--- src/rtl/nn_param_loader.sv ---
// ============================================================================
// nn_param_loader
// ----------------------------------------------------------------------------
// Upstream configuration stage for the 4-layer MNIST classifier core.
//
// Takes a packetised word stream (valid/ready) made of
//     header  : [15:14] kind (01 weight, 10 bias), [13:8] layer, [7:0] neuron
//     length  : payload word count N
//     payload : N weight words, or exactly one bias word
// and turns it into the weightValid/biasValid strobes and target-address
// registers that Layer_1..Layer_4 consume. Malformed packets raise a
// one-cycle load_err. Every fully delivered packet raises a one-cycle
// load_done and increments a saturating load_count.
//
// Ports
//   clk               in   rising-edge clock
//   reset_n           in   asynchronous active-low reset
//   s_data            in   stream word
//   s_valid           in   s_data valid
//   s_ready           out  loader can accept a word (low in reset and abort)
//   abort             in   synchronous packet abort, back to header state
//   weightValid       out  one-cycle strobe qualifying weightValue
//   weightValue       out  weight word
//   biasValid         out  one-cycle strobe qualifying biasValue
//   biasValue         out  bias word
//   config_layer_num  out  target layer from the last good header
//   config_neuron_num out  target neuron from the last good header
//   load_done         out  one-cycle pulse, packet fully delivered
//   load_err          out  one-cycle pulse, packet rejected or aborted
//   load_count        out  completed packets, saturates at 16'hFFFF
// ============================================================================
module nn_param_loader #(
    parameter int DATA_WIDTH = 16,
    parameter int NUM_LAYERS = 4,
    parameter int MAX_WORDS  = 784
) (
    input  logic                  clk,
    input  logic                  reset_n,
    input  logic [DATA_WIDTH-1:0] s_data,
    input  logic                  s_valid,
    output logic                  s_ready,
    input  logic                  abort,
    output logic                  weightValid,
    output logic [DATA_WIDTH-1:0] weightValue,
    output logic                  biasValid,
    output logic [DATA_WIDTH-1:0] biasValue,
    output logic [15:0]           config_layer_num,
    output logic [15:0]           config_neuron_num,
    output logic                  load_done,
    output logic                  load_err,
    output logic [15:0]           load_count
);

    // Remaining-word counter only ever holds a legal length (<= MAX_WORDS).
    localparam int CNT_W = $clog2(MAX_WORDS + 1);

    localparam logic [DATA_WIDTH-1:0] MAX_LEN   = DATA_WIDTH'(MAX_WORDS);
    localparam logic [DATA_WIDTH-1:0] ONE_WORD  = DATA_WIDTH'(1);
    localparam logic [5:0]            MAX_LAYER = 6'(NUM_LAYERS);

    localparam logic [1:0] KIND_WEIGHT = 2'b01;
    localparam logic [1:0] KIND_BIAS   = 2'b10;

    typedef enum logic [1:0] {
        ST_HDR  = 2'd0,
        ST_LEN  = 2'd1,
        ST_LOAD = 2'd2
    } state_t;

    state_t           state;
    logic             is_bias;      // kind latched from the current good header
    logic [CNT_W-1:0] remaining;    // payload words still expected
    logic             ready_q;      // low only while (and right after) reset

    // ------------------------------------------------------------------------
    // Handshake
    // ------------------------------------------------------------------------
    // NOTE: s_ready is combinational on abort so an aborting cycle never
    // consumes the word on the bus; everything else about it is registered.
    assign s_ready = ready_q && !abort;

    logic accept;
    assign accept = s_valid && s_ready;

    // ------------------------------------------------------------------------
    // Header / length decode (pure combinational, used only on accept)
    // ------------------------------------------------------------------------
    logic [1:0] hdr_kind;
    logic [5:0] hdr_layer;
    logic [7:0] hdr_neuron;
    logic       hdr_good;
    logic       len_good;

    always_comb begin
        hdr_kind   = s_data[15:14];
        hdr_layer  = s_data[13:8];
        hdr_neuron = s_data[7:0];

        hdr_good = ((hdr_kind == KIND_WEIGHT) || (hdr_kind == KIND_BIAS)) &&
                   (hdr_layer != 6'd0) && (hdr_layer <= MAX_LAYER);

        // A bias packet carries exactly one word; a weight packet carries up
        // to one full Layer_1 fan-in.
        if (is_bias) begin
            len_good = (s_data == ONE_WORD);
        end else begin
            len_good = (s_data != '0) && (s_data <= MAX_LEN);
        end
    end

    // ------------------------------------------------------------------------
    // Control FSM with registered outputs
    // ------------------------------------------------------------------------
    // NOTE: every state and output register here uses non-blocking
    // assignments so all of them update from the same pre-edge values.
    always_ff @(posedge clk or negedge reset_n) begin
        if (!reset_n) begin
            state             <= ST_HDR;
            is_bias           <= 1'b0;
            remaining         <= '0;
            ready_q           <= 1'b0;
            weightValid       <= 1'b0;
            weightValue       <= '0;
            biasValid         <= 1'b0;
            biasValue         <= '0;
            config_layer_num  <= '0;
            config_neuron_num <= '0;
            load_done         <= 1'b0;
            load_err          <= 1'b0;
            load_count        <= '0;
        end else begin
            // Pulses default low; the value registers simply hold.
            ready_q     <= 1'b1;
            weightValid <= 1'b0;
            biasValid   <= 1'b0;
            load_done   <= 1'b0;
            load_err    <= 1'b0;

            if (abort) begin
                // Abort beats any transfer. A packet already past its header
                // is reported as rejected; a bare header state is not.
                if (state != ST_HDR) begin
                    load_err <= 1'b1;
                end
                state     <= ST_HDR;
                remaining <= '0;
            end else if (accept) begin
                case (state)
                    ST_HDR: begin
                        if (hdr_good) begin
                            is_bias           <= (hdr_kind == KIND_BIAS);
                            config_layer_num  <= {10'd0, hdr_layer};
                            config_neuron_num <= {8'd0, hdr_neuron};
                            state             <= ST_LEN;
                        end else begin
                            // Rejected header leaves the target untouched.
                            load_err <= 1'b1;
                        end
                    end

                    ST_LEN: begin
                        if (len_good) begin
                            remaining <= s_data[CNT_W-1:0];
                            state     <= ST_LOAD;
                        end else begin
                            load_err <= 1'b1;
                            state    <= ST_HDR;
                        end
                    end

                    ST_LOAD: begin
                        if (is_bias) begin
                            biasValid <= 1'b1;
                            biasValue <= s_data;
                        end else begin
                            weightValid <= 1'b1;
                            weightValue <= s_data;
                        end
                        remaining <= remaining - CNT_W'(1);

                        // Last word: done pulse lines up with its strobe.
                        if (remaining == CNT_W'(1)) begin
                            load_done <= 1'b1;
                            state     <= ST_HDR;
                            if (load_count != 16'hFFFF) begin
                                load_count <= load_count + 16'd1;
                            end
                        end
                    end

                    default: begin
                        state <= ST_HDR;
                    end
                endcase
            end
        end
    end

endmodule
--- config.mk ---
export PLATFORM = sky130hd
export DESIGN_NAME = nn_param_loader
export DESIGN_NICKNAME = d
export VERILOG_FILES = /design/src/rtl/nn_param_loader.sv
export SDC_FILE = /design/constraint.sdc
export NUM_CORES = 1
export LEC_CHECK = 0
export BUFFER_PORTS_ARGS = -buffer_cell sky130_fd_sc_hd__clkbuf_2
export CAP_MARGIN = 10
export CORE_UTILIZATION = 59
export CTS_BUF_LIST = sky130_fd_sc_hd__clkbuf_8
export DETAILED_ROUTE_END_ITERATION = 16
export HOLD_SLACK_MARGIN = 0.08
export PLACE_DENSITY = 0.95
export SKIP_CTS_REPAIR_TIMING = 1
export SYNTH_ARGS = -nofsm -noshare
export SYNTH_HDL_FRONTEND = slang
export SYNTH_SLANG_ARGS = --single-unit
--- constraint.sdc ---
create_clock -name clk -period 3.75 [get_ports clk]
set_input_delay 1.125 -clock clk [delete_from_list [all_inputs] [get_ports clk]]
set_output_delay 1.125 -clock clk [all_outputs]
set_load 0.02 [all_outputs]
==> results of run 1 <==
==> final cells by class <==
type | count | area (um2) | area share (%)
clock buffer | 11 | 151 | 3.34
clock inverter | 5 | 62.6 | 1.38
inverter | 11 | 41.3 | 0.911
multi-input combinational | 227 | 1730 | 38.2
sequential | 80 | 2000 | 44.2
tap | 77 | 96.3 | 2.13
timing repair buffer | 88 | 448 | 9.89
==> how the worst max path moves through the flow <==
stage               startpoint            to  slack, ns  cells after the start
floorplan           s_data[14]  remaining[0]       0.98                      8
global placement    s_data[14]  remaining[0]       0.74                      9
detailed placement  s_data[14]  remaining[0]       0.60                      9
CTS                 s_data[15]  remaining[0]       0.94                      9
global route        s_data[15]  remaining[0]       0.74                      9
finish              s_data[15]  remaining[0]       0.89                      9
==> metal layers <==
layer,global-route usage [%],part of all wire (%),vias up
met5,0,0,-
met4,12.2,3.0,0
met3,6.86,8.0,42
met2,44.0,50,186
met1,33.2,39,1448
li1,-,-,1321
==> stage by stage <==
stage                     cells  hold slack [ns]  power, mW
final                       499            0.496       1.77
after global routing        499            0.508       1.83
after CTS                   499            0.495       1.77
after detailed placement    483            0.475       1.11
after global placement      483            0.465       1.10
after floorplan             347            0.514       1.04
==> logic make-up (layout without fill, tap and decap cells) <==
kind of cell             after synthesis  in the layout
AND/OR/NAND/NOR                       95             95
flip-flops                            80             80
AO/OA/AOI/OAI                         47             47
multiplexers                          46             46
buffers and inverters                 40            115
XOR/XNOR                              14             14
adder cells (fa/ha/maj)                6              6
other                                  2             19
==> power groups by stage <==
stage	Clock, mW	Combinational (mW)	Sequential [mW]
final	0.676	0.183	0.912
after global routing	0.715	0.198	0.915
after CTS	0.678	0.182	0.911
after detailed placement	0	0.178	0.928
after global placement	0	0.174	0.927
after floorplan	0	0.107	0.937
==> registers in the layout (all words and copies together) (netlist names) <==
signal             cells
is_bias                1
load_err               1
ready_q                1
biasValid              1
load_count            16
remaining             10
weightValue           16
config_layer_num       6
load_done              1
config_neuron_num      8
state                  2
biasValue             16
weightValid            1
==> Yosys cell counts (all sizes together), types with 4 or more instances <==
master | number | area share [%]
nand2 | 17 | 1.9
mux2 | 44 | 13
o21ai | 7 | 1.2
a21oi | 9 | 1.2
dfrtp | 80 | 51
nand3 | 13 | 1.7
ha | 6 | 1.9
o211ai | 8 | 1.5
nor3 | 11 | 2.0
xnor2 | 12 | 2.7
buf | 26 | 4.6
inv | 11 | 1.1
nand4 | 5 | 0.80
nor2 | 14 | 1.8
nor2b | 4 | 0.64
nor4 | 5 | 1.6
and3 | 7 | 1.1
==> layout by cell type, fill, tap and decap left out, drive strengths merged, types with 2 or more instances in the layout <==
| cell type | count |
|---|---|
| o22ai | 3 |
| o311ai | 3 |
| a221oi | 2 |
| nand3 | 13 |
| inv | 13 |
| o211ai | 8 |
| xor2 | 2 |
| buf | 3 |
| nand2 | 17 |
| clkbuf | 96 |
| and2 | 2 |
| nor3b | 2 |
| conb | 19 |
| nor2 | 14 |
| nor4b | 3 |
| a21oi | 9 |
| xnor2 | 12 |
| nor2b | 4 |
| o21ai | 7 |
| and4 | 2 |
| mux2i | 2 |
| nand4 | 5 |
| ha | 6 |
| a22oi | 2 |
| nor4 | 5 |
| clkinvlp | 2 |
| nor3 | 11 |
| or3 | 3 |
| mux2 | 44 |
| a31oi | 2 |
| and3 | 7 |
| or2 | 2 |
| dfrtp | 80 |
| a211oi | 2 |
==> results.md, run 1 <==
Critical path:
- The critical path is of the in -> reg type.
- STA puts the critical path data required time at around 4.0 ns.
- The count of buffer and inverter cells on the critical path is 2.
- The number of cells traversed by the worst register-to-register path is 7.
- The arrival time of data at the critical path endpoint is approximately 3.1 ns.
- The largest fanout on the critical path is 9.
- In this run the critical register-to-register path is launched from remaining[1].
- Broken down by cell family, the worst path's largest delay share belongs to compound AO/OA/AOI/OAI gates.
- For this design, the slowest cell found on the critical path is sky130_fd_sc_hd__mux2_1.
- The endpoint identified for the worst register-to-register timing path is load_count[1].
- The setup check on the worst reg-to-reg path leaves a slack of about 1.6 ns.
- STA classifies the critical path startpoint as an input port.
- The largest stage delay on the critical path is approximately 0.37 ns.
- STA classifies the critical path endpoint as a flop.
- Walking the worst path, the cells encountered are clkbuf_2 -> inv_1 -> ha_1 -> nor4b_2 -> nand4_1 -> o21ai_1 -> o21ba_2 -> o21ai_4 -> mux2_1.

Yosys:
- Of all flip-flops after synthesis, the portion carrying an async set or reset was 100%.
- Summing the sequential cell areas from Yosys gives roughly 51% of the chip area.
- The post-synthesis register bit count is 80.
- The xor/xnor cell area share of the yosys netlist is around 3.1%.
- Counting flops with a built-in enable in the synthesized netlist gives 0.
- Measured against the total synthesized area, the mux share comes to a little over an eighth.
- The number of distinct library cell variants in the gate-level netlist after synthesis is 58.
- Among all flip-flop cells after synthesis, the most frequent one is sky130_fd_sc_hd__dfrtp_1.
- The cell count after synthesis came out at 330.
- After synthesis, the largest family of logic cells by area is simple AND/OR/NAND/NOR gates.
- The average cell area after synthesis is roughly 12 um2.
- Summing every instance area after synthesis gives just under 4000 um2.
- The total of warnings raised by yosys is 0.
- Summing the areas of all compound-gate instances in the mapped netlist gives under 10% of the synthesized area.
- Of the total synthesized cell area, the portion taken by AND, OR, NAND and NOR gates is 15.7%.
- The arithmetic-cell share of the synthesized area counting full adders, half adders and majority gates is 1.93%.

Power and ir drop:
- The clock power share is a little under two fifths.
- Summed over all cells, the static leakage comes to 2.38 nW.
- The cell area power density is about 400 nW/um2.
- The part of the total power dissipated in sequential elements is roughly half.
- In this run switching power makes up approximately 27% of total power.
- The share of total power dissipated in combinational logic is about a tenth.
- The internal power component is 1.29 mW.
- Across the VDD grid, the largest voltage drop is 302 uV.
- The net switching component of the power is about 0.48 mW.

Finish:
- Once layout is complete, the utilization of the core stands at a little under three quarters.
- The area overhead of the layout relative to synthesis is 16.2%.
- The cell area after layout is approximately 4500 um2.
- The final antenna diode count is 0.
- The number of fill cells in the layout is 408.
- The number of nets in the finished design is roughly 440.
- The fraction of layout cells with a size suffix above 1 is a little under two fifths.

Clock tree:
- TritonCTS built the clock tree.
- The clock input transition at the sequential cells of the worst setup and hold paths is 0.08 ns.
- The number of CTS-inserted buffers is 9.
- In this run the deepest clock path goes through 2 buffers.
- The number of clock sinks is 80.
- The H-tree depth is 3.
- The clock insertion delay at the later pin of the skew report is between 0.3 and 0.4 ns.
- Clock tree synthesis selected as its root buffer the cell sky130_fd_sc_hd__clkbuf_8.

Global routing:
- The number of antenna violations at the first check in global routing came to 0.
- The maximum number of pins on one net before global-route repair is slightly above 80.
- Across every metal layer, demand over resource in global routing totals roughly a quarter.
- Summed over all layers, the global routing overflow is 0.
- The number of global-route vias before repair came to 3,047.
- The first-pass GRT wire length is between 10,000 and 15,000 um.

STA:
- The worst path uses about three quarters of the clock period.
- Once routing completed, OpenROAD measured the worst setup slack at 0.894 ns.
- The final count of hold timing violations is 0.
- Summed over all failing endpoints, the final setup total negative slack is 0 ns.
- Setup repair after global routing left no endpoint under its margin.
- The post-route clock skew is 0.0113 ns.
- The smallest clock period supported by the final layout is computed as between 2 and 3 ns.
- The final setup violation count is 0.
- At the pin with the least slew margin, the transition time is 0.966 ns.
- Headroom to the max-slew limit came out at between 30% and 40%.
- The number of max-slew violations in the final report came to 0.
- Timing would allow up to about 0.35 GHz.

Hold path:
- The worst min-delay path startpoint is weightValue[7].
- The type of the most critical hold path is reg -> reg.
- The capture endpoint of the worst hold path is weightValue[7].
- The number of cells on the worst hold path is 1.

Die:
- The starting density of the core is between 60% and 70%.
- Row generation in the floorplan step produced 29 rows.
- The placeable core area is around 6300 um2.
- The die outline area is 6930 um2.
- The die outline height is between 80 and 90 um.
- Pin placement for this block handled ~110 I/O pins.
- From left edge to right edge, the die measures around 83 um.

Detailed routing:
- The total wirelength of the detailed-routed design is between 8000 and 9000 um.
- The first TritonRoute pass finished after 5 iterations.
- Once detail routing completed, the nets flagged for antenna violations numbered 0.
- After the first detailed-routing iteration, the DRC count stood at roughly 300.
- The total number of vias is around 3,000.
- Dividing the detail-routed via count by the number of cells gives 6.01.
- The total DRC errors in the routed layout is 0.
- The routed length per placed instance is between 15 and 20 um.

Place:
- The placed cell area is 4320 um2.
- The congestion estimate from routability-driven global placement came to around 0.9.
- The post-place setup slack is slightly above 0.6 ns.
- The number of I/O port buffers is 86.
- Detailed placement ended at an HPWL of between 5000 and 6000 um.

Outcome:
- The run finished with clean final reports.

Run:
- Across the run, the number of max-cap violations was 0.
No activity file was read; power rests on OpenSTA's default activity.
==> run 2, diff against run 1 <==
--- a/config.mk
+++ b/config.mk
@@ -5,13 +5,14 @@
 export SDC_FILE = /design/constraint.sdc
 export NUM_CORES = 1
 export LEC_CHECK = 0
+export ABC_AREA = 1
 export BUFFER_PORTS_ARGS = -buffer_cell sky130_fd_sc_hd__clkbuf_2
 export CAP_MARGIN = 10
-export CORE_UTILIZATION = 59
+export CORE_UTILIZATION = 49
 export CTS_BUF_LIST = sky130_fd_sc_hd__clkbuf_8
 export DETAILED_ROUTE_END_ITERATION = 16
 export HOLD_SLACK_MARGIN = 0.08
-export PLACE_DENSITY = 0.95
+export PLACE_DENSITY = 0.89
 export SKIP_CTS_REPAIR_TIMING = 1
 export SYNTH_ARGS = -nofsm -noshare
 export SYNTH_HDL_FRONTEND = slang
==> constraint.sdc (replaced) <==
create_clock -name clk -period 2.5 [get_ports clk]
set_input_delay 0.75 -clock clk [delete_from_list [all_inputs] [get_ports clk]]
set_output_delay 0.75 -clock clk [all_outputs]
set_load 0.02 [all_outputs]
==> run 2 against run 1 <==
- die area grew 23%
- synthesized cell count is 42% higher
- worst hold slack worse by 0.17 ns
- wire length up 10%
- clock-buffer cell count is the same
- cell area up 4.5%
- sequential share of layout area shrank 1.9 points
- register-to-register slack lost 0.88 ns
- area after synthesis increased by 2.3%
- sequential power is 71% higher
- critical endpoint is now s_ready
- clock power rose by 61%
==> results.md, run 2 <==
Outcome:
- The flow ran to the end, and the final reports show no timing, DRC or antenna violations.

Global routing:
- The number of antenna violations at the first check in global routing is 0 (unchanged).
- The first-pass GRT wire length was 16,000 um (+9.7%).
- The met2 track demand over resource in global routing is 41.8% (-2.2 points).
- The maximum number of pins on one net before global-route repair is 36 (-56%).
- The number of global-route vias before repair came to 3,403 (+12%).
- The overall track demand over capacity in global routing is 24.7% (-2.0 points).
- met2 is the most crowded layer.
- The global routing met1 resource utilization came to 30.3% (-2.9 points).
- The global routing usage on met3 is 5.64% (-1.2 points).
- The total global routing overflow is 0 (unchanged).

Yosys:
- The netlist area before placement is 3990 um2 (+2.3%).
- In the post-synthesis netlist, the cell with the most instances is sky130_fd_sc_hd__nand2_1.
- The total of warnings raised by yosys is 0 (unchanged).
- The fraction of the yosys area taken by sequential cells is 50.2% (-1.2 points).
- The fraction of post-synthesis cell area in the top cell type by area is 50.2% (-1.2 points).
- The post-synthesis register bit count is 80 (unchanged).
- The post-synthesis async set-or-reset flop share is 100% (unchanged).
- In the post-synthesis netlist, the biggest area contributors are sky130_fd_sc_hd__dfrtp_1, sky130_fd_sc_hd__nand2_1, sky130_fd_sc_hd__nor2_1, sky130_fd_sc_hd__inv_1, sky130_fd_sc_hd__buf_4.
- The synthesized design spends more area on one cell type than any other, namely sky130_fd_sc_hd__dfrtp_1.
- By count the netlist is led by sky130_fd_sc_hd__nand2_1, sky130_fd_sc_hd__dfrtp_1, sky130_fd_sc_hd__nor2_1, sky130_fd_sc_hd__inv_1, sky130_fd_sc_hd__o21ai_0.
- The leading register cell type out of synthesis is sky130_fd_sc_hd__dfrtp_1.
- The average cell area after synthesis is 8.49 um2 (-28%).
- The synthesized instance count is 470 (+42%).
- The number of distinct library cell variants in the gate-level netlist after synthesis is 35 (-40%).
- The count of flip-flops with a built-in enable after synthesis was 0 (unchanged).

STA:
- Setup repair after global routing left no endpoint under its margin.
- Based on the critical path, the design can be clocked at up to 0.480 GHz.
- The number of max-slew violations in the final report was 0 (unchanged).
- In the finished design, the share of the clock period the worst path needs comes to between 80 and 90%.
- The final-layout setup total negative slack is 0 ns (unchanged).
- The final count of hold timing violations was 0 (unchanged).
- The final setup violation count is 0 (unchanged).
- The post-route clock skew is 0.0115 ns (+0.000234 ns).
- The slack of the critical path is 0.415 ns (-0.480 ns).
- The shortest period the worst path allows is around 2.1 ns.

Die:
- The die outline height came to 92.2 um (+11%).
- The placeable core area is 7810 um2 (+23%).
- The starting density of the core came to 51.1% (-10 points).
- The horizontal die dimension was 92.2 um (+11%).
- The die outline area is 8510 um2 (+23%).
- The top-level I/O count is 105 (unchanged).
- The number of cell rows is 32 (+10%).

Critical path:
- In this run the critical register-to-register path is captured at load_count[9].
- The setup path with the least slack is of type in -> out.
- The worst register-to-register path begins at remaining[1].
- The worst setup path is captured at a primary output.
- The required time of the critical path is 1.75 ns (-2.23 ns).
- The largest fanout on the critical path is 6 (-3).
- The number of cells traversed by the worst register-to-register path is 10 (+3).
- The reg2reg setup slack was 0.69 ns (-0.88 ns).
- The arrival time of data at the critical path endpoint is 1.34 ns (-1.75 ns).
- The worst setup path is launched from an input port.

Power and ir drop:
- The fraction of power spent switching nets came to 32.2% (+5.2 points).
- The clock power share was 31.9% (-6.3 points).
- The leakage component of the power is 2.53 nW (+6.4%).
- The part of the total power dissipated in sequential elements is 45.9% (-5.6 points).
- The internal power component is 2.30 mW (+78%).
- The cell area power density came to 718 nW/um2 (+84%).
- The part of the power in combinational logic is 22.1% (+12 points).
- The peak supply drop is 598 uV (+98%).
- The net switching component of the power is 1.09 mW (+130%).

Finish:
- The fraction of layout cells with a size suffix above 1 is 23.9% (-14 points).
- The library cells used most frequently in the layout, excluding fill and tap cells, are sky130_fd_sc_hd__nand2_1, sky130_fd_sc_hd__clkbuf_2, sky130_fd_sc_hd__dfrtp_1.
- The final standard cell utilization of the core is 60.6% (-11 points).
- The combined area of the multi-input logic cells is 1680 um2 (-3.1%).
- The count of non-filler cells in the finished layout is 672 (+35%).
- The area taken by flip-flops and latches is 2000 um2 (unchanged).
- The most frequent standard cell in the layout excluding fill and tap cells is sky130_fd_sc_hd__nand2_1.
- The number of nets in the finished design is 591 (+33%).
- The cell area after layout is 4730 um2 (+4.5%).
- The largest registers in the layout are biasValue x16, load_count x16, weightValue x16.
- The number of fill cells in the layout was 672 (+65%).
- The final antenna diode count is 0 (unchanged).
- The area overhead of the layout relative to synthesis is 18.7%.

Clock tree:
- The H-tree depth came to 3 (unchanged).
- The number of CTS-inserted buffers was 9 (unchanged).
- TritonCTS built the clock tree.
- The maximum root-to-sink buffer count is 2 (unchanged).
- The clock insertion delay at the later pin of the skew report is 0.36 ns (about the same).
- The CTS root buffer is sky130_fd_sc_hd__clkbuf_8.
- The number of clock sinks is 80 (unchanged).
- The clock input transition at the sequential cells of the worst setup and hold paths came to 0.08 ns (about the same).

Detailed routing:
- The first-pass iteration count of the detailed router came to 5 (unchanged).
- The remaining antenna violation count is 0 (unchanged).
- The total number of vias is 3,428 (+14%).
- The total DRC errors in the routed layout is 0 (unchanged).
- The total wirelength of the detailed-routed design is 9820 um (+10%).
- The number of DRC violations after detailed-routing iteration 0 was 252 (-18%).
- The routed length per placed instance was 14.6 um (-18%).
- The via-per-instance ratio is 5.10 (-15%).

Place:
- The post-place setup slack is 0.121 ns (-0.482 ns).
- The half-perimeter wire length after placement is 7410 um (+24%).
- The last weighted congestion value of the routability-driven placer is 0.937 (+6.6%).
- The number of I/O port buffers was 86 (unchanged).
- The number of instances in the placed design is 656 (+36%).
- The placed cell area came to 4500 um2 (+4.3%).

Run:
- The reported max-cap violation count is 0 (unchanged).

Hold path:
- The type of the most critical hold path is in -> async.
## run 2: cell types whose count changed after synthesis, moves of 7 or more
cell and delta:
sky130_fd_sc_hd__and3_1 -7, sky130_fd_sc_hd__a21oi_1 +11, sky130_fd_sc_hd__nor2_1 +39, sky130_fd_sc_hd__nand2_1 +89
sky130_fd_sc_hd__mux2_2 -40, sky130_fd_sc_hd__o21ai_0 +22, sky130_fd_sc_hd__o211ai_1 -8, sky130_fd_sc_hd__o21ai_1 +11
sky130_fd_sc_hd__inv_1 +36, sky130_fd_sc_hd__nand3_1 +11, sky130_fd_sc_hd__xor2_1 +11
## run 2: metal layers
metal  wire length (um)  up-vias
met1               4280     1633
met4                244        0
met3                511       21
met2               4780      124
met5                  0        -
li1                   -     1650
## run 2: critical path, stage by stage
cell and delay (ns):
sky130_fd_sc_hd__clkbuf_2 0.16, sky130_fd_sc_hd__nor2_4 0.22, sky130_fd_sc_hd__clkbuf_2 0.20
## run 2: how the worst max path moves through the flow
stage | from | to | slack (ns)
after global placement | s_data[14] | remaining[4] | 0.23
after CTS | abort | s_ready | 0.42
after detailed placement | s_data[14] | remaining[9] | 0.12
after floorplan | s_data[14] | state[1] | 0.53
final | abort | s_ready | 0.41
after global routing | s_data[14] | remaining[8] | 0.29
## run 2: power groups by stage
stage	Combinational, mW	Clock [mW]	Sequential (mW)
after global routing	0.825	1.16	1.58
final	0.751	1.09	1.56
after CTS	0.751	1.10	1.56
after detailed placement	0.749	0	1.58
after floorplan	0.362	0	1.71
after global placement	0.727	0	1.57
## run 2: layout make-up
cell class	instances	area share [%]
repair buffers	95	10.8
clock inverters	5	1.69
flip-flops and latches	80	42.3
multi-input cells	330	35.4
inverters	49	3.89
well taps	102	2.70
clock buffers	11	3.20
## run 2: logic make-up (layout without fill, tap and decap cells)
family	after synthesis	in the layout	share of synthesized area (%)
buffers and inverters	77	160	9.41
xor gates and xnor gates	19	19	4.17
DFF	80	80	50.2
muxes	1	1	0.282
AOI/OAI and AO/OA	68	68	8.88
and+or+nand+nor	217	217	25.0
other	2	19	0.188
adders and majority gates	6	6	1.88
## run 2: metrics by stage
stage | power, mW | hold slack, ns
after floorplan | 2.07 | 0.454
after global placement | 2.30 | 0.466
after detailed placement | 2.33 | 0.476
after CTS | 3.41 | 0.335
after global routing | 3.56 | 0.345
final | 3.40 | 0.326
